## src/rtl/apb_master_fsm_if.sv

```systemverilog
// ---------------------------------------------------------------------------
// apb_master_fsm_if
//   Bundles the command port, the response port and the APB bus signals of
//   the apb_master_fsm requester.
//
//   Command  : i_CMD_VALID/o_CMD_READY handshake with WRITE, ADDR, WDATA, SEL
//   Response : o_RSP_VALID/i_RSP_READY handshake with RDATA, ERR, TIMEOUT
//   APB      : o_PSEL (one-hot), o_PENABLE, o_PWRITE, o_PADDR, o_PWDATA out;
//              i_PREADY, i_PRDATA, i_PSLVERR in from the slave read mux
//
//   modport master : the requester (drives the o_* signals)
//   modport slave  : everything around it (drives the i_* signals)
// ---------------------------------------------------------------------------
interface apb_master_fsm_if #(
  parameter int DATA_WIDTH = 3,
  parameter int ADDR_WIDTH = 16,
  parameter int SEL_WIDTH  = 2
);

  logic                  i_CMD_VALID;
  logic                  o_CMD_READY;
  logic                  i_CMD_WRITE;
  logic [ADDR_WIDTH-1:0] i_CMD_ADDR;
  logic [DATA_WIDTH-1:0] i_CMD_WDATA;
  logic [SEL_WIDTH-1:0]  i_CMD_SEL;

  logic                  o_RSP_VALID;
  logic                  i_RSP_READY;
  logic [DATA_WIDTH-1:0] o_RSP_RDATA;
  logic                  o_RSP_ERR;
  logic                  o_RSP_TIMEOUT;

  logic [SEL_WIDTH-1:0]  o_PSEL;
  logic                  o_PENABLE;
  logic                  o_PWRITE;
  logic [ADDR_WIDTH-1:0] o_PADDR;
  logic [DATA_WIDTH-1:0] o_PWDATA;
  logic                  i_PREADY;
  logic [DATA_WIDTH-1:0] i_PRDATA;
  logic                  i_PSLVERR;

  modport master (
    input  i_CMD_VALID, i_CMD_WRITE, i_CMD_ADDR, i_CMD_WDATA, i_CMD_SEL,
    input  i_RSP_READY, i_PREADY, i_PRDATA, i_PSLVERR,
    output o_CMD_READY, o_RSP_VALID, o_RSP_RDATA, o_RSP_ERR, o_RSP_TIMEOUT,
    output o_PSEL, o_PENABLE, o_PWRITE, o_PADDR, o_PWDATA
  );

  modport slave (
    output i_CMD_VALID, i_CMD_WRITE, i_CMD_ADDR, i_CMD_WDATA, i_CMD_SEL,
    output i_RSP_READY, i_PREADY, i_PRDATA, i_PSLVERR,
    input  o_CMD_READY, o_RSP_VALID, o_RSP_RDATA, o_RSP_ERR, o_RSP_TIMEOUT,
    input  o_PSEL, o_PENABLE, o_PWRITE, o_PADDR, o_PWDATA
  );

endinterface

```

## src/rtl/apb_master_fsm.sv

```systemverilog
// ---------------------------------------------------------------------------
// apb_master_fsm
//   APB requester stage. Takes one command at a time, runs the APB
//   SETUP/ACCESS sequence towards a one-hot selected slave and returns a
//   single response beat carrying read data plus error/timeout flags.
//
//   i_PCLK    : bus clock
//   i_PRESETn : asynchronous active-low reset; drops any in-flight command
//   bus       : apb_master_fsm_if.master (command, response and APB signals)
//
//   All APB and response outputs come straight from registers. o_CMD_READY
//   is high only in IDLE while reset is released.
// ---------------------------------------------------------------------------
module apb_master_fsm #(
  parameter int DATA_WIDTH = 3,
  parameter int ADDR_WIDTH = 16,
  parameter int SEL_WIDTH  = 2,
  parameter int TIMEOUT    = 16
) (
  input  logic             i_PCLK,
  input  logic             i_PRESETn,
  apb_master_fsm_if.master bus
);

  typedef enum logic [1:0] {IDLE, SETUP, ACCESS, RESP} state_t;

  // Wait counter just wide enough to hold TIMEOUT; one bit when disabled.
  localparam int CNT_W = (TIMEOUT > 0) ? $clog2(TIMEOUT + 1) : 1;
  localparam logic [CNT_W-1:0] CNT_LAST = CNT_W'((TIMEOUT > 0) ? TIMEOUT - 1 : 0);
  localparam logic [CNT_W-1:0] CNT_MAX  = '1;

  state_t                state_q, state_d;
  logic [SEL_WIDTH-1:0]  psel_q, psel_d;
  logic                  penable_q, penable_d;
  logic                  pwrite_q, pwrite_d;
  logic [ADDR_WIDTH-1:0] paddr_q, paddr_d;
  logic [DATA_WIDTH-1:0] pwdata_q, pwdata_d;
  logic                  rspValid_q, rspValid_d;
  logic [DATA_WIDTH-1:0] rspRdata_q, rspRdata_d;
  logic                  rspErr_q, rspErr_d;
  logic                  rspTimeout_q, rspTimeout_d;
  logic [CNT_W-1:0]      waitCnt_q, waitCnt_d;
  logic                  endXfer;

  // State and output registers; reset returns everything to an idle bus.
  always_ff @(posedge i_PCLK or negedge i_PRESETn) begin
    if (!i_PRESETn) begin
      state_q      <= IDLE;
      psel_q       <= '0;
      penable_q    <= 1'b0;
      pwrite_q     <= 1'b0;
      paddr_q      <= '0;
      pwdata_q     <= '0;
      rspValid_q   <= 1'b0;
      rspRdata_q   <= '0;
      rspErr_q     <= 1'b0;
      rspTimeout_q <= 1'b0;
      waitCnt_q    <= '0;
    end else begin
      state_q      <= state_d;
      psel_q       <= psel_d;
      penable_q    <= penable_d;
      pwrite_q     <= pwrite_d;
      paddr_q      <= paddr_d;
      pwdata_q     <= pwdata_d;
      rspValid_q   <= rspValid_d;
      rspRdata_q   <= rspRdata_d;
      rspErr_q     <= rspErr_d;
      rspTimeout_q <= rspTimeout_d;
      waitCnt_q    <= waitCnt_d;
    end
  end

  // Next-state logic. Everything holds by default so the APB fields stay
  // frozen from SETUP through the final ACCESS cycle and the response stays
  // stable while the consumer back-pressures.
  always_comb begin
    state_d      = state_q;
    psel_d       = psel_q;
    penable_d    = penable_q;
    pwrite_d     = pwrite_q;
    paddr_d      = paddr_q;
    pwdata_d     = pwdata_q;
    rspValid_d   = rspValid_q;
    rspRdata_d   = rspRdata_q;
    rspErr_d     = rspErr_q;
    rspTimeout_d = rspTimeout_q;
    waitCnt_d    = waitCnt_q;
    endXfer      = 1'b0;

    unique case (state_q)
      IDLE: begin
        if (bus.i_CMD_VALID) begin
          if ($onehot(bus.i_CMD_SEL)) begin
            state_d   = SETUP;
            psel_d    = bus.i_CMD_SEL;
            pwrite_d  = bus.i_CMD_WRITE;
            paddr_d   = bus.i_CMD_ADDR;
            pwdata_d  = bus.i_CMD_WDATA;
            penable_d = 1'b0;
          end else begin
            // Zero or multi-hot select: answer with an error, never touch APB.
            state_d      = RESP;
            rspValid_d   = 1'b1;
            rspRdata_d   = '0;
            rspErr_d     = 1'b1;
            rspTimeout_d = 1'b0;
          end
        end
      end

      SETUP: begin
        state_d   = ACCESS;
        penable_d = 1'b1;
        waitCnt_d = '0;
      end

      ACCESS: begin
        // PREADY is checked first so it wins over a coincident timeout.
        if (bus.i_PREADY) begin
          state_d      = RESP;
          rspValid_d   = 1'b1;
          rspErr_d     = bus.i_PSLVERR;
          rspTimeout_d = 1'b0;
          // Writes and slave errors return no data.
          rspRdata_d   = (pwrite_q || bus.i_PSLVERR) ? '0 : bus.i_PRDATA;
          endXfer      = 1'b1;
        end else begin
          if (waitCnt_q != CNT_MAX) waitCnt_d = waitCnt_q + CNT_W'(1);
          // Counter reads TIMEOUT-1 during the TIMEOUT-th wait cycle.
          if ((TIMEOUT != 0) && (waitCnt_q == CNT_LAST)) begin
            state_d      = RESP;
            rspValid_d   = 1'b1;
            rspErr_d     = 1'b1;
            rspTimeout_d = 1'b1;
            rspRdata_d   = '0;
            endXfer      = 1'b1;
          end
        end
      end

      RESP: begin
        if (bus.i_RSP_READY) begin
          state_d    = IDLE;
          rspValid_d = 1'b0;
        end
      end

      default: state_d = IDLE;
    endcase

    // Leaving ACCESS returns the whole APB bus to zero.
    if (endXfer) begin
      psel_d    = '0;
      penable_d = 1'b0;
      pwrite_d  = 1'b0;
      paddr_d   = '0;
      pwdata_d  = '0;
    end
  end

  // Ready is gated by reset so nothing can be accepted while it is held.
  assign bus.o_CMD_READY   = (state_q == IDLE) && i_PRESETn;
  assign bus.o_RSP_VALID   = rspValid_q;
  assign bus.o_RSP_RDATA   = rspRdata_q;
  assign bus.o_RSP_ERR     = rspErr_q;
  assign bus.o_RSP_TIMEOUT = rspTimeout_q;
  assign bus.o_PSEL        = psel_q;
  assign bus.o_PENABLE     = penable_q;
  assign bus.o_PWRITE      = pwrite_q;
  assign bus.o_PADDR       = paddr_q;
  assign bus.o_PWDATA      = pwdata_q;

endmodule

```

## src/flat_wrapper.sv

```systemverilog
// flat-port wrapper written by rule: the top's interface ports become plain ports
module apb_master_fsm_flat 
#(
  parameter int DATA_WIDTH = 3,
  parameter int ADDR_WIDTH = 16,
  parameter int SEL_WIDTH  = 2,
  parameter int TIMEOUT    = 16
)
  (i_PCLK, i_PRESETn, bus_i_CMD_VALID, bus_i_CMD_WRITE, bus_i_CMD_ADDR, bus_i_CMD_WDATA, bus_i_CMD_SEL, bus_i_RSP_READY, bus_i_PREADY, bus_i_PRDATA, bus_i_PSLVERR, bus_o_CMD_READY, bus_o_RSP_VALID, bus_o_RSP_RDATA, bus_o_RSP_ERR, bus_o_RSP_TIMEOUT, bus_o_PSEL, bus_o_PENABLE, bus_o_PWRITE, bus_o_PADDR, bus_o_PWDATA);
  apb_master_fsm_if #(.DATA_WIDTH(DATA_WIDTH), .ADDR_WIDTH(ADDR_WIDTH), .SEL_WIDTH(SEL_WIDTH)) bus_i ();
  input  logic i_PCLK;
  input  logic i_PRESETn;
  input wire logic [$bits(bus_i.i_CMD_VALID)-1:0] bus_i_CMD_VALID;
  input wire logic [$bits(bus_i.i_CMD_WRITE)-1:0] bus_i_CMD_WRITE;
  input wire logic [$bits(bus_i.i_CMD_ADDR)-1:0] bus_i_CMD_ADDR;
  input wire logic [$bits(bus_i.i_CMD_WDATA)-1:0] bus_i_CMD_WDATA;
  input wire logic [$bits(bus_i.i_CMD_SEL)-1:0] bus_i_CMD_SEL;
  input wire logic [$bits(bus_i.i_RSP_READY)-1:0] bus_i_RSP_READY;
  input wire logic [$bits(bus_i.i_PREADY)-1:0] bus_i_PREADY;
  input wire logic [$bits(bus_i.i_PRDATA)-1:0] bus_i_PRDATA;
  input wire logic [$bits(bus_i.i_PSLVERR)-1:0] bus_i_PSLVERR;
  output wire logic [$bits(bus_i.o_CMD_READY)-1:0] bus_o_CMD_READY;
  output wire logic [$bits(bus_i.o_RSP_VALID)-1:0] bus_o_RSP_VALID;
  output wire logic [$bits(bus_i.o_RSP_RDATA)-1:0] bus_o_RSP_RDATA;
  output wire logic [$bits(bus_i.o_RSP_ERR)-1:0] bus_o_RSP_ERR;
  output wire logic [$bits(bus_i.o_RSP_TIMEOUT)-1:0] bus_o_RSP_TIMEOUT;
  output wire logic [$bits(bus_i.o_PSEL)-1:0] bus_o_PSEL;
  output wire logic [$bits(bus_i.o_PENABLE)-1:0] bus_o_PENABLE;
  output wire logic [$bits(bus_i.o_PWRITE)-1:0] bus_o_PWRITE;
  output wire logic [$bits(bus_i.o_PADDR)-1:0] bus_o_PADDR;
  output wire logic [$bits(bus_i.o_PWDATA)-1:0] bus_o_PWDATA;
  assign bus_i.i_CMD_VALID = bus_i_CMD_VALID;
  assign bus_i.i_CMD_WRITE = bus_i_CMD_WRITE;
  assign bus_i.i_CMD_ADDR = bus_i_CMD_ADDR;
  assign bus_i.i_CMD_WDATA = bus_i_CMD_WDATA;
  assign bus_i.i_CMD_SEL = bus_i_CMD_SEL;
  assign bus_i.i_RSP_READY = bus_i_RSP_READY;
  assign bus_i.i_PREADY = bus_i_PREADY;
  assign bus_i.i_PRDATA = bus_i_PRDATA;
  assign bus_i.i_PSLVERR = bus_i_PSLVERR;
  assign bus_o_CMD_READY = bus_i.o_CMD_READY;
  assign bus_o_RSP_VALID = bus_i.o_RSP_VALID;
  assign bus_o_RSP_RDATA = bus_i.o_RSP_RDATA;
  assign bus_o_RSP_ERR = bus_i.o_RSP_ERR;
  assign bus_o_RSP_TIMEOUT = bus_i.o_RSP_TIMEOUT;
  assign bus_o_PSEL = bus_i.o_PSEL;
  assign bus_o_PENABLE = bus_i.o_PENABLE;
  assign bus_o_PWRITE = bus_i.o_PWRITE;
  assign bus_o_PADDR = bus_i.o_PADDR;
  assign bus_o_PWDATA = bus_i.o_PWDATA;
  apb_master_fsm #(.DATA_WIDTH(DATA_WIDTH), .ADDR_WIDTH(ADDR_WIDTH), .SEL_WIDTH(SEL_WIDTH), .TIMEOUT(TIMEOUT)) u_core (.i_PCLK(i_PCLK), .i_PRESETn(i_PRESETn), .bus(bus_i));
endmodule
```

## config.mk

```make
export PLATFORM = sky130hd
export DESIGN_NAME = apb_master_fsm_flat
export DESIGN_NICKNAME = d
export VERILOG_FILES = /design/src/rtl/apb_master_fsm_if.sv /design/src/rtl/apb_master_fsm.sv /design/src/flat_wrapper.sv
export SDC_FILE = /design/constraint.sdc
export NUM_CORES = 1
export LEC_CHECK = 0
export CORE_MARGIN = 4
export CORE_UTILIZATION = 46
export CTS_BUF_LIST = sky130_fd_sc_hd__clkbuf_2
export DETAILED_ROUTE_END_ITERATION = 8
export PLACE_DENSITY = 0.82
export SETUP_SLACK_MARGIN = 0.02
export SLEW_MARGIN = 10
export SYNTH_ARGS = -nofsm -noshare
export SYNTH_HDL_FRONTEND = slang
export SYNTH_SLANG_ARGS = --single-unit
```

## constraint.sdc

```tcl
create_clock -name i_PCLK -period 2.1 [get_ports i_PCLK]
set_clock_uncertainty 0.05 [all_clocks]
set_input_delay 0.42 -clock i_PCLK [delete_from_list [all_inputs] [get_ports i_PCLK]]
set_output_delay 0.42 -clock i_PCLK [all_outputs]
set_load 0.01 [all_outputs]
```

==> results of run 1 <==
-- final timing paths --
| check | cells after the start | endpoint | slack, ns | start |
|---|---|---|---|---|
| worst max-delay path | 8 | u_core.bus.o_RSP_RDATA[1] | 0.15 | u_core.waitCnt_q[0] |
| worst min-delay path | 2 | u_core.state_q[0] | 0.005 | i_PRESETn |
| worst max register to register | 8 | u_core.bus.o_RSP_RDATA[1] | 0.15 | u_core.waitCnt_q[0] |
| worst min register to register | 1 | u_core.waitCnt_q[3] | 0.45 | u_core.waitCnt_q[3] |
| max in group asynchronous | 2 | u_core.bus.o_RSP_TIMEOUT | 1.65 | i_PRESETn |
| min in group i_PCLK | 1 | u_core.waitCnt_q[3] | 0.45 | u_core.waitCnt_q[3] |
-- what timing repair did --
item / CTS / global route
resized for setup: 1 / 5
endpoints found under the setup margin: 1 / 27
pin swaps: 0 / 1
setup buffers: 2 / 2
-- power groups by stage --
stage	Clock [uW]	Combinational, uW	Sequential (uW)
2_1_floorplan	0	717	1200
3_3_place_gp	0	1490	1110
3_5_place_dp	0	1520	1120
4_1_cts	317	1560	1090
5_1_grt	348	1760	1120
6_report	301	1590	1090
-- layout make-up --
class	count	area (sq um)	share of cell area
Sequential cell	36	901	0.361
Clock inverter	1	3.75	0.00150
Multi-Input combinational cell	127	767	0.307
Tap cell	46	57.6	0.0230
Inverter	5	18.8	0.00751
Timing Repair Buffer	74	716	0.286
Clock buffer	7	35.0	0.0140
-- layer usage --
metal	global-route usage	up-vias
li1	-	745
met1	0.194	687
met2	0.287	45
met3	0.0667	8
met4	0.0477	0
met5	0	-
-- cell families (layout without fill, tap and decap cells) --
logic type | count (synthesis) | after routing | synth area share
buf+inv | 14 | 87 | 0.0414
fa+ha+maj | 8 | 8 | 0.0581
simple gates | 75 | 75 | 0.198
mux | 1 | 1 | 0.00654
flops | 36 | 36 | 0.523
compound gates | 41 | 41 | 0.158
xor+xnor | 2 | 2 | 0.0145
-- placed cells by master, fill, tap and decap left out, types with 2 or more instances in the layout --
cell and n:
sky130_fd_sc_hd__a32o_1 2, sky130_fd_sc_hd__nand3_1 6, sky130_fd_sc_hd__dfrtp_1 36, sky130_fd_sc_hd__clkbuf_2 7
sky130_fd_sc_hd__and3_1 2, sky130_fd_sc_hd__ha_1 6, sky130_fd_sc_hd__nor2_1 5, sky130_fd_sc_hd__nor2b_4 2
sky130_fd_sc_hd__clkdlybuf4s50_1 58, sky130_fd_sc_hd__a21oi_1 25, sky130_fd_sc_hd__a22o_1 4, sky130_fd_sc_hd__o21ai_0 4
sky130_fd_sc_hd__buf_4 12, sky130_fd_sc_hd__nand4_1 3, sky130_fd_sc_hd__ha_2 2, sky130_fd_sc_hd__inv_1 5
sky130_fd_sc_hd__a21bo_2 3, sky130_fd_sc_hd__nand2_1 48
-- metrics by stage --
stage | cells | cell area [sq um] | worst slack [ns]
after floorplan | 177 | 1720 | 0.130
after global placement | 284 | 2410 | 0.0553
after detailed placement | 284 | 2410 | 0.0485
after CTS | 294 | 2460 | 0.0418
after global routing | 296 | 2500 | 0.0131
final | 296 | 2500 | 0.146
-- flip-flops by register name (all words and copies together), names as in the netlist --
signal,flops
u_core.waitCnt_q,5
u_core.bus.o_RSP_RDATA,3
u_core.bus.o_RSP_VALID,1
u_core.bus.o_PWRITE,1
u_core.bus.o_RSP_ERR,1
u_core.bus.o_PWDATA,3
u_core.bus.o_PENABLE,1
u_core.state_q,2
u_core.bus.o_RSP_TIMEOUT,1
u_core.bus.o_PSEL,2
u_core.bus.o_PADDR,16
-- critical path: cells and delay by family (launching register included) --
family	cells	cell delay, ns
simple gates	3	0.33
buf+inv	1	0.17
fa+ha+maj	2	0.40
compound gates	2	0.56
flops	1	0.40
-- synthesized netlist by cell type --
library cell               count  share of area
sky130_fd_sc_hd__ha_1          8          0.058
sky130_fd_sc_hd__nand2_1      48           0.10
sky130_fd_sc_hd__a21oi_1      25          0.073
sky130_fd_sc_hd__nand2b_1      1         0.0036
sky130_fd_sc_hd__buf_2         3         0.0087
sky130_fd_sc_hd__xor2_1        1         0.0051
sky130_fd_sc_hd__nor3_1        1         0.0029
sky130_fd_sc_hd__o21ai_0       4          0.012
sky130_fd_sc_hd__inv_1         5          0.011
sky130_fd_sc_hd__dfrtp_1      36           0.52
sky130_fd_sc_hd__nand4b_1      1         0.0051
sky130_fd_sc_hd__a221oi_1      1         0.0051
sky130_fd_sc_hd__mux2_2        1         0.0065
sky130_fd_sc_hd__and2_1        1         0.0036
sky130_fd_sc_hd__a22o_1        4          0.020
sky130_fd_sc_hd__nand3b_1      1         0.0044
sky130_fd_sc_hd__a32o_1        2          0.012
sky130_fd_sc_hd__nor2_1        5          0.011
sky130_fd_sc_hd__and3_2        1         0.0044
sky130_fd_sc_hd__a21bo_2       3          0.017
sky130_fd_sc_hd__nand2_2       1         0.0036
sky130_fd_sc_hd__xor2_2        1         0.0095
sky130_fd_sc_hd__nor2b_4       1         0.0080
sky130_fd_sc_hd__o211ai_1      1         0.0044
sky130_fd_sc_hd__a221oi_4      1          0.015
sky130_fd_sc_hd__nand4_1       3          0.011
sky130_fd_sc_hd__nor2_2        1         0.0036
sky130_fd_sc_hd__nor2b_1       1         0.0036
sky130_fd_sc_hd__clkbuf_1      4         0.0087
sky130_fd_sc_hd__buf_6         2          0.013
sky130_fd_sc_hd__or2_2         1         0.0036
sky130_fd_sc_hd__nand3_1       6          0.017
sky130_fd_sc_hd__and3_1        2         0.0073
==> flow_metrics.tcl, run 1 <==
set metrics [dict create \
    highest_metal_layer_used_by_the_detailed_router "met4" \
    final.min_clock_period_ns 1.95 \
    path_common_cell "sky130_fd_sc_hd__ha_2" \
    global_router_s_overall_resource_usage 0.168 \
    postRouteWirelength_microns 3770 \
    design.portCount 61 \
    tritoncts "yes" \
    starting_density_of_the_core 0.496 \
    powerDensity_nw_per_um2 1190 \
    cts_hold_buf 0 \
    detail_route.drc_violations 0 \
    grt_pass1_vias 1481 \
    clock_sink_count 36 \
    crit_required_ns 2.36 \
    grt_overflow 0 \
    total_neg_setup_slack_ns 0 \
    yosysUniqueCellTypes 33 \
    hold_ws_ns 0.00495 \
    filler_instances 278 \
    worst_path_max_delay_cell "sky130_fd_sc_hd__dfrtp_1" \
    ys_seq_area_frac 0.523 \
    cts_inserted_buffers 5 \
    route.antenna.remaining_nets 0 \
    die_w_microns 69.2 \
    worstPathArrival_ns 2.22 \
    clk_root_buffer_cell "sky130_fd_sc_hd__clkbuf_2" \
    clkPwrFrac 0.101 \
    drt_iter0_drc 81 \
    grt_first_pass_wirelength_microns 6580 \
    worstPathMaxFanout 6 \
    drt_first_pass_iters 4 \
    p_seq_frac 0.364 \
    met3RoutedLength_microns 282 \
    design_power_total_uw 2980 \
    grt_antenna_before_repair 0 \
    fmaxAchievable_ghz 0.512 \
    met2_wirelength_microns 1900 \
    flow.area_growth_from_synthesis_pct 45.1 \
    m1WireLength_microns 1550 \
    ys_ff_latch 36 \
    numPortBuffers 60 \
    std_cell_core_area_sq_um 3470 \
    place.gp.congestion 0.868 \
    critical_path.max_stage_delay_ns 0.40 \
    half_perimeter_wire_length_after_placement_microns 2780 \
    avgSynthCellArea_sq_um 9.73 \
    htreeDepth 2 \
    netlist_area_sq_um 1720 \
    dieArea_sq_um 4790 \
    cellLeakagePower_uw 0.00112 \
    nets 288 \
    finalHoldViolations 0 \
    timing.max_cap.violations 0 \
    cp-end-kind "flop" \
    synthesis.nets 216 \
    synthesis.instances 177 \
    setup_viol 0 \
    vias 1485 \
    rows 21 \
    num_antenna_cells 0 \
    yosys_warnings 0 \
    timing_max_transition_violations_final 0 \
    maximum_number_of_pins_on_one_net_before_global_route_repair 37 \
    worstPathCellList "ha_2 -> and3_1 -> ha_2 -> nor2_4 -> a221oi_4 -> buf_6 -> nand4_1 -> a21bo_2" \
    worst-setup-path-type "flop to flop" \
    worst_setup_hold_path_clk_slew_ns 0.18 \
    final_min_period_over_clock_period 0.930 \
    switching_power_uw 1090 \
    max_slew.worst_pin.slew_ns 0.538 \
    routed_wire_length_per_instance_microns 12.7 \
    status "completed" \
    worst_ir_drop_vdd_mv 0.598 \
    slew_headroom 0.641 \
    die_height_microns 69.2 \
    power.switching_fraction 0.365 \
    avgViaCountPerCell 5.02 \
    clk-insertion-delay-late_ns 0.37 \
    comb_power_share 0.534 \
    holdCritPathClass "input pin to asynchronous set/reset pin" \
    worstSetupStartpointType "flop" \
    postLayoutCoreUtil 0.720 \
    cts.path.max_buffers 2 \
    rsz0062_at_grt "no" \
    layout-drive-gt1-share 0.144 \
    p_int_uw 1890 \
]
(Power assumes the default switching activity.)
==> run 2: changes to the inputs <==
--- a/config.mk
+++ b/config.mk
@@ -5,12 +5,13 @@
 export SDC_FILE = /design/constraint.sdc
 export NUM_CORES = 1
 export LEC_CHECK = 0
+export CAP_MARGIN = 10
 export CORE_MARGIN = 4
 export CORE_UTILIZATION = 46
 export CTS_BUF_LIST = sky130_fd_sc_hd__clkbuf_2
 export DETAILED_ROUTE_END_ITERATION = 8
 export PLACE_DENSITY = 0.82
-export SETUP_SLACK_MARGIN = 0.02
+export SETUP_SLACK_MARGIN = 0.3
 export SLEW_MARGIN = 10
 export SYNTH_ARGS = -nofsm -noshare
 export SYNTH_HDL_FRONTEND = slang
==> flow_metrics.tcl, run 2 (same netlist as run 1, synthesis figures left out) <==
set metrics [dict create \
    worstPathCellList "ha_2 -> and3_4 -> ha_4 -> nor2_4 -> a221oi_4 -> buf_6 -> nand4_1 -> a21bo_2" \
    tritoncts "yes" \
    worstPathMaxFanout 7 \
    timing.max_cap.violations 0 \
    grt_antenna_before_repair 0 \
    fmaxAchievable_ghz 0.545 \
    die_height_microns 69.2 \
    max_slew.worst_pin.slew_ns 0.456 \
    vias 1547 \
    timing_max_transition_violations_final 0 \
    clk_root_buffer_cell "sky130_fd_sc_hd__clkbuf_2" \
    cts.path.max_buffers 2 \
    dieArea_sq_um 4790 \
    worst_ir_drop_vdd_mv 0.547 \
    grt_pass1_vias 1511 \
    cts_inserted_buffers 5 \
    final.min_clock_period_ns 1.84 \
    final_min_period_over_clock_period 0.874 \
    finalHoldViolations 0 \
    critical_path_buf_inv_count 1 \
    rsz0062_at_grt "yes" \
    postRouteWirelength_microns 4160 \
    place.gp.congestion 0.827 \
    critical-path-top-delay-family "compound AO/OA/AOI/OAI gates" \
    hold_ws_ns 0.453 \
    layout-drive-gt1-share 0.223 \
    crit_required_ns 2.40 \
    worst-setup-path-type "flop to flop" \
    rows 21 \
    numPortBuffers 60 \
    num_antenna_cells 0 \
    detail_route.drc_violations 0 \
    slew_headroom 0.696 \
    grt_overflow 0 \
    powerDensity_nw_per_um2 1140 \
    status "completed" \
    global_router_s_overall_resource_usage 0.175 \
    routed_wire_length_per_instance_microns 13.4 \
    design.portCount 61 \
    cellLeakagePower_uw 0.00137 \
    std_cell_core_area_sq_um 3470 \
    grt_first_pass_wirelength_microns 6760 \
    maximum_number_of_pins_on_one_net_before_global_route_repair 37 \
    worstPathArrival_ns 2.14 \
    worst_path_max_delay_cell "sky130_fd_sc_hd__dfrtp_1" \
    layout_commonest_cell "sky130_fd_sc_hd__nand2_1" \
    worstSetupStartpointType "flop" \
    drt_first_pass_iters 4 \
    flow.area_growth_from_synthesis_pct 54.2 \
    cp-end-kind "flop" \
    clock_sink_count 36 \
    avgViaCountPerCell 4.99 \
    nets 302 \
    worst_setup_hold_path_clk_slew_ns 0.18 \
    route.antenna.remaining_nets 0 \
    total_neg_setup_slack_ns 0 \
    clk-insertion-delay-late_ns 0.39 \
    holdCritPathClass "flop to flop" \
    number_of_flip_flops_in_the_largest_register 16 \
    design_power_total_uw 3030 \
    layout_common_cells "sky130_fd_sc_hd__nand2_1, sky130_fd_sc_hd__dfrtp_1, sky130_fd_sc_hd__clkdlybuf4s50_1, sky130_fd_sc_hd__a21oi_1, sky130_fd_sc_hd__buf_4" \
    setup_viol 0 \
    starting_density_of_the_core 0.496 \
    filler_instances 275 \
    drt_iter0_drc 76 \
    critical_path.max_stage_delay_ns 0.40 \
    half_perimeter_wire_length_after_placement_microns 2880 \
    htreeDepth 2 \
    die_w_microns 69.2 \
]
run 2: through the flow:
| stage | std cells | setup slack [ns] | instance area, sq um | util |
|---|---|---|---|---|
| after CTS | 305 | 0.252 | 2560 | 0.738 |
| after floorplan | 177 | 0.296 | 1750 | - |
| final | 310 | 0.265 | 2660 | 0.766 |
| after global routing | 310 | 0.145 | 2660 | 0.766 |
| after global placement | 284 | 0.0876 | 2440 | 0.703 |
| after detailed placement | 284 | 0.0626 | 2440 | 0.703 |
run 2: final timing paths:
check | startpoint | to | slack [ns] | depth (start not counted)
worst max-delay path | u_core.waitCnt_q[1] | u_core.bus.o_RSP_RDATA[0] | 0.26 | 8
worst min-delay path | u_core.bus.o_RSP_RDATA[1] | u_core.bus.o_RSP_RDATA[1] | 0.45 | 1
max in group asynchronous | i_PRESETn | u_core.bus.o_PENABLE | 1.15 | 3
worst min register to register | u_core.bus.o_RSP_RDATA[1] | u_core.bus.o_RSP_RDATA[1] | 0.45 | 1
min in group asynchronous | i_PRESETn | u_core.state_q[0] | 0.54 | 3
worst max register to register | u_core.waitCnt_q[1] | u_core.bus.o_RSP_RDATA[0] | 0.26 | 8
run 2: worst register-to-register path: stages (launching register included):
cell and delay [ns]:
sky130_fd_sc_hd__dfrtp_1 0.40, sky130_fd_sc_hd__ha_2 0.18, sky130_fd_sc_hd__and3_4 0.19, sky130_fd_sc_hd__ha_4 0.14, sky130_fd_sc_hd__nor2_4 0.05, sky130_fd_sc_hd__a221oi_4 0.35
sky130_fd_sc_hd__buf_6 0.17, sky130_fd_sc_hd__nand4_1 0.07, sky130_fd_sc_hd__a21bo_2 0.19
run 2: power by group:
group	switching [uW]	internal, uW	leakage, uW	total (uW)
sequential	136	945	0.000471	1080
combinational	796	844	0.000861	1640
clock	232	80.2	0.0000327	313
run 2: per-layer routing:
metal | vias up | GRT usage | wire length, microns
li1 | 766 | - | -
met1 | 722 | 0.203 | 1750
met2 | 55 | 0.292 | 2060
met3 | 4 | 0.0725 | 310
met4 | 0 | 0.0564 | 27
met5 | - | 0 | 0
run 2: layout make-up:
cell class,instances,area (sq um),share of cell area
repair buffers,88,816,0.307
inverters,5,18.8,0.00707
flip-flops and latches,36,901,0.339
well taps,46,57.6,0.0217
multi-input cells,127,818,0.308
clock inverters,3,18.8,0.00707
clock buffers,5,25.0,0.00943
run 2: what timing repair did:
action,CTS,global route
pin swaps,9,8
gates resized for setup,32,16
setup endpoints to repair,33,20
setup buffers,12,5
endpoints found under the hold margin,36,0
hold buffers,1,0
==> run 3: changes to the inputs <==
--- a/config.mk
+++ b/config.mk
@@ -7,10 +7,10 @@
 export LEC_CHECK = 0
 export CAP_MARGIN = 10
 export CORE_MARGIN = 4
-export CORE_UTILIZATION = 46
+export CORE_UTILIZATION = 50
 export CTS_BUF_LIST = sky130_fd_sc_hd__clkbuf_2
 export DETAILED_ROUTE_END_ITERATION = 8
-export PLACE_DENSITY = 0.82
+export DONT_BUFFER_PORTS = 1
 export SETUP_SLACK_MARGIN = 0.3
 export SLEW_MARGIN = 10
 export SYNTH_ARGS = -nofsm -noshare
==> flow_metrics.tcl, run 3 (same netlist as run 1, synthesis figures left out) <==
set metrics [dict create \
    critical_path_buf_inv_count 0 \
    design.portCount 61 \
    clk-insertion-delay-late_ns 0.38 \
    vias 1277 \
    hold_ws_ns 0.0848 \
    starting_density_of_the_core 0.516 \
    cp-end-kind "flop" \
    postRouteWirelength_microns 3760 \
    worst_hold_startpoint "bus_i_CMD_ADDR[6]" \
    htreeDepth 2 \
    timing_max_transition_violations_final 0 \
    worst-setup-path-type "flop to flop" \
    finalNonFillerCells 238 \
    cts.path.max_buffers 2 \
    worstPathCellList "ha_2 -> and3_4 -> ha_4 -> nor2_4 -> a221oi_4 -> nand2_2 -> a21bo_2" \
    critical-path-top-delay-family "compound AO/OA/AOI/OAI gates" \
    final.min_clock_period_ns 1.87 \
    worstPathArrival_ns 2.10 \
    drt_first_pass_iters 3 \
    worst_hold_path.num_cells 2 \
    fmaxAchievable_ghz 0.533 \
    crit-reg2reg-capture "u_core.bus.o_RSP_RDATA[1]" \
    postLayoutCoreUtil 0.591 \
    crit_required_ns 2.33 \
    nets 231 \
    detail_route.drc_violations 0 \
    reg2reg_slack_ns 0.23 \
    worst_ir_drop_vdd_mv 0.685 \
    worstPathMaxFanout 7 \
    num_antenna_cells 0 \
    clk_root_buffer_cell "sky130_fd_sc_hd__clkbuf_2" \
    setup_viol 0 \
    std_cell_core_area_sq_um 3340 \
    layout-drive-gt1-share 0.224 \
    worst_path_max_delay_cell "sky130_fd_sc_hd__dfrtp_1" \
    drt_iter0_drc 59 \
    grt_overflow 0 \
    total_neg_setup_slack_ns 0 \
    critical_path.max_stage_delay_ns 0.41 \
    rsz0062_at_grt "yes" \
    number_of_flip_flops_in_the_largest_register 16 \
    worstSetupStartpointType "flop" \
    timing.rr.start "u_core.waitCnt_q[0]" \
    status "completed" \
    dieArea_sq_um 4450 \
    powerDensity_nw_per_um2 1310 \
    routed_wire_length_per_instance_microns 15.8 \
    place.detailed.instances 216 \
    filler_instances 315 \
    maximum_number_of_pins_on_one_net_before_global_route_repair 37 \
    tritoncts "yes" \
    grt_antenna_before_repair 0 \
    die_w_microns 66.7 \
    die_height_microns 66.7 \
    worst_hold_path.endpoint "u_core.bus.o_PADDR[6]" \
    half_perimeter_wire_length_after_placement_microns 2590 \
    numPortBuffers 0 \
    worst_setup_hold_path_clk_slew_ns 0.19 \
    layout_commonest_cell "sky130_fd_sc_hd__nand2_1" \
    avgViaCountPerCell 5.37 \
    rows 21 \
    worst_r2r_path_depth 7 \
    cts_inserted_buffers 5 \
    max_slew.worst_pin.slew_ns 0.483 \
    slew_headroom 0.678 \
    place.gp.congestion 0.779 \
    grt_pass1_vias 1351 \
    finalHoldViolations 0 \
    global_router_s_overall_resource_usage 0.185 \
    holdCritPathClass "input pin to flop" \
    layout_common_cells "sky130_fd_sc_hd__nand2_1, sky130_fd_sc_hd__dfrtp_1, sky130_fd_sc_hd__a21oi_1, sky130_fd_sc_hd__buf_4, sky130_fd_sc_hd__nand3_1" \
    flow.area_growth_from_synthesis_pct 14.6 \
    design_power_total_uw 2590 \
    timing.max_cap.violations 0 \
    grt_first_pass_wirelength_microns 6180 \
    cellLeakagePower_uw 0.000895 \
    final_min_period_over_clock_period 0.893 \
    route.antenna.remaining_nets 0 \
    clock_sink_count 36 \
]
run 3: changes by cell type in the layout (fill, tap and decap cells not counted), moves of 2 or more:
cell / change
sky130_fd_sc_hd__clkdlybuf4s50_1: -29
sky130_fd_sc_hd__dlygate4sd2_1: -23
sky130_fd_sc_hd__buf_4: -9
sky130_fd_sc_hd__dlymetal6s2s_1: -6
sky130_fd_sc_hd__buf_6: -3
sky130_fd_sc_hd__a21oi_1: -2
sky130_fd_sc_hd__a21oi_2: +2
sky130_fd_sc_hd__clkinv_1: +2
sky130_fd_sc_hd__clkinv_2: -2
run 3: cell type report:
type / instances / area [sq um] / area share
clock buffer: 5 / 25.0 / 0.0127
clock inverter: 2 / 7.51 / 0.00380
inverter: 5 / 18.8 / 0.00951
multi-input combinational: 127 / 821 / 0.416
sequential: 36 / 901 / 0.457
tap: 46 / 57.6 / 0.0292
timing repair buffer: 17 / 143 / 0.0723
run 3: power by group:
group | total [uW] | switching, uW | internal [uW]
Combinational | 1070 | 568 | 502
Clock | 289 | 221 | 68.7
Sequential | 1240 | 289 | 947
run 3: worst max path at each step:
stage	from	end	slack, ns	cells after the start
floorplan	u_core.waitCnt_q[0]	u_core.bus.o_RSP_RDATA[0]	0.30	7
global placement	u_core.waitCnt_q[0]	u_core.bus.o_RSP_RDATA[2]	0.22	7
detailed placement	u_core.waitCnt_q[0]	u_core.bus.o_RSP_RDATA[1]	0.13	7
CTS	u_core.state_q[1]	bus_o_CMD_READY	0.24	3
global route	u_core.waitCnt_q[0]	u_core.bus.o_RSP_RDATA[1]	0.13	7
finish	u_core.waitCnt_q[0]	u_core.bus.o_RSP_RDATA[1]	0.23	7
run 3: what timing repair did:
| action | in CTS | in global routing |
|---|---|---|
| hold buffers | 2 | 0 |
| buffers inserted | 8 | 5 |
| endpoints found under the hold margin | 36 | 0 |
| setup endpoints to repair | 28 | 17 |
| pin swaps | 9 | 6 |
| resized for setup | 5 | 6 |
run 3: through the flow:
stage,cell area (sq um),setup WS (ns)
finish,1970,0.225
global route,1970,0.134
CTS,1920,0.237
detailed placement,1770,0.129
global placement,1770,0.219
floorplan,1750,0.296
run 3: per-layer routing:
| layer | wire (microns) | global-route usage | up-vias |
|---|---|---|---|
| li1 | - | - | 627 |
| met1 | 1510 | 0.210 | 608 |
| met2 | 1900 | 0.316 | 36 |
| met3 | 287 | 0.0708 | 6 |
| met4 | 55 | 0.0660 | 0 |
| met5 | 0 | 0 | - |
==> patch: new RTL, settings of run 1 <==
Make the reset (`i_PRESETn`) synchronous in one clocked block. Comments in the files are not updated.
--- a/src/rtl/apb_master_fsm.sv
+++ b/src/rtl/apb_master_fsm.sv
@@ -45,3 +45,3 @@
   // State and output registers; reset returns everything to an idle bus.
-  always_ff @(posedge i_PCLK or negedge i_PRESETn) begin
+  always_ff @(posedge i_PCLK) begin
     if (!i_PRESETn) begin
Behaviour: differs if i_PRESETn is asserted again (counterexample within 4 cycles, from zero or initial values and one cycle with i_PRESETn low); with i_PRESETn held inactive, the same outputs for 10 cycles.
==> patch against run 1 <==
- non-clock buffer count is 5 lower
- area after synthesis down 8.4%
- sequential power fell by 23%
- wire length fell by 0.48%
- die area decreased by 7.4%
- total power decreased by 26%
- largest cell class is now multi-input gates
- cell area shrank 6.3%
- sequential cell count did not move
- count of clock-buffer cells in the layout down 1
- global-route usage is 1.0 points higher
- combinational power decreased by 35%
- setup slack better by 0.063 ns
==> patch: results (changes against run 1) <==
status = complete, no violations
crit path to = u_core.waitCnt_q[4]
worst-margin pin slew = 0.326 ns (-0.211 ns)
largest net degree at the start of global routing = 24 (-35%)
Synth Area in Adders = 6.34% (+0.53 points)
leakage power total = 0.888 nW (-21%)
DRT Pass-1 Iters = 4 (unchanged)
routing usage on met2 = 29.3% (+0.62 points)
Setup WS pre-CTS = 0.0443 ns (-0.00419 ns)
Skew-Pair Late Insertion Delay = 0.37 ns (about the same)
async set-reset flop share out of synthesis = 0% (-100 points)
met1 GRT Util = 19.5% (+0.059 points)
first-pass GRT wire length = 5950 um (-9.6%)
hold-critical path depth = 2
Post-synth EDFFs = 0 (unchanged)
vias in the first global route = 1,381 (-6.8%)
Metal-1 WL = 1650 um (+6.3%)
CP Launch Type = register
Post-Syn Nets = 223 (+3.2%)
post-synthesis xor/xnor area fraction = 2.70% (+1.2 points)
Max H-tree Level = 2 (unchanged)
DP HPWL = 2820 um (+1.3%)
Clk pin slew, worst setup/hold paths = 0.18 ns (about the same)
P_sw = 0.000790 W (-27%)
drt wl/cell = 12.5 um (-1.8%)
synth top area cells = dfxtp_1 46%, nand2_1 12%, a21oi_1 7.9%, ha_1 6.3%, mux2i_1 2.5%
Post-synth top cells = 50 x nand2_1, 36 x dfxtp_1, 25 x a21oi_1
Hold Path Sink = u_core.bus.o_PADDR[7]
Worst Hold Class = register to register
reg2reg start = u_core.waitCnt_q[0]
GRT Total Usage = 17.8% (+1.0 points)
GR met3 Demand/Resource = 7.42% (+0.75 points)
wire length on met3 = 337 um (+20%)
max layer used = met4
fin crit share = 90.1% (-3.0 points)
Max VDD drop = 0.000579 V (-3.2%)
Fill cells = 265 (-4.7%)
post-synthesis mux area share = 2.54% (+1.9 points)
sequential fraction of the synthesis area = 45.7% (-6.6 points)
Max FO, Critical Path = 4 (-2)
wire length on met2 = 1710 um (-10%)
Largest register FFs = 16 (unchanged)
R2R depth = 6 (-2)
R2R Path End = u_core.waitCnt_q[4]
Fin Hold WS = 0.416 ns (+0.411 ns)
reg2reg setup slack = 0.21 ns (+0.06 ns)
Yosys warning total = 0 (unchanged)
library cells used by synthesis = 35 (+6.1%)
layout cells sized above 1 = 11.8% (-2.6 points)
vias per inst = 4.82 (-3.9%)
post-synthesis compound-gate area fraction = 13.6% (-2.3 points)
Initial DRC Count = 39 (-52%)
Worst Path Arrival = 2.13 ns (-0.09 ns)
placer congestion estimate = 0.780 (-10%)
TritonCTS buffer count = 5 (unchanged)
nets = 292 (+1.4%)
n_diodes = 0 (unchanged)
## patch: cell types whose count changed in the layout (fill, tap and decap cells not counted), sizes merged, moves of 3 or more
cell,delta
dfxtp,+36
nor3,+3
a21bo,-3
nor2,+3
mux2i,+4
nor3b,+3
a22o,-4
dfrtp,-36
buf,-6
## patch: repair_timing
action	CTS	global route
hold buffers	0	0
resized for setup	7	0
endpoints found under the setup margin	1	0
buffers inserted	2	0
## patch: critical path, cell delays in order, from the launching register on
cell and delay, ns:
dfxtp_1 0.37, ha_1 0.21, and3_1 0.21, ha_1 0.21, or3b_2 0.52, a31oi_1 0.19, nor2_1 0.05
## patch: stage by stage
step / instances / util, % / power (W) / cell area, um2
after detailed placement: 290 / 68.1 / 0.00185 / 2270
after floorplan: 184 / - / 0.00145 / 1580
after global placement: 290 / 68.1 / 0.00183 / 2270
after CTS: 300 / 70.2 / 0.00222 / 2340
final: 300 / 70.2 / 0.00220 / 2340
after global routing: 300 / 70.2 / 0.00234 / 2340
## patch: kinds of logic after synthesis
| kind of cell | count (synthesis) |
|---|---|
| simple gates | 84 |
| flops | 36 |
| compound gates | 35 |
| buf+inv | 13 |
| fa+ha+maj | 8 |
| xor+xnor | 4 |
| mux | 4 |
## patch: cell type report
class / count / share of cell area [%]
repair buffers: 69 / 29.6
clock buffers: 6 / 1.28
inverters: 6 / 0.962
well taps: 46 / 2.46
flip-flops and latches: 36 / 30.9
clock inverters: 2 / 0.481
multi-input cells: 135 / 34.4
## patch: power groups by stage
stage	Combinational (W)	Clock, W	Sequential [W]
finish	0.00104	0.000313	0.000844
global route	0.00114	0.000349	0.000857
CTS	0.00105	0.000327	0.000844
detailed placement	0.000983	0	0.000863
global placement	0.000967	0	0.000858
floorplan	0.000557	0	0.000893
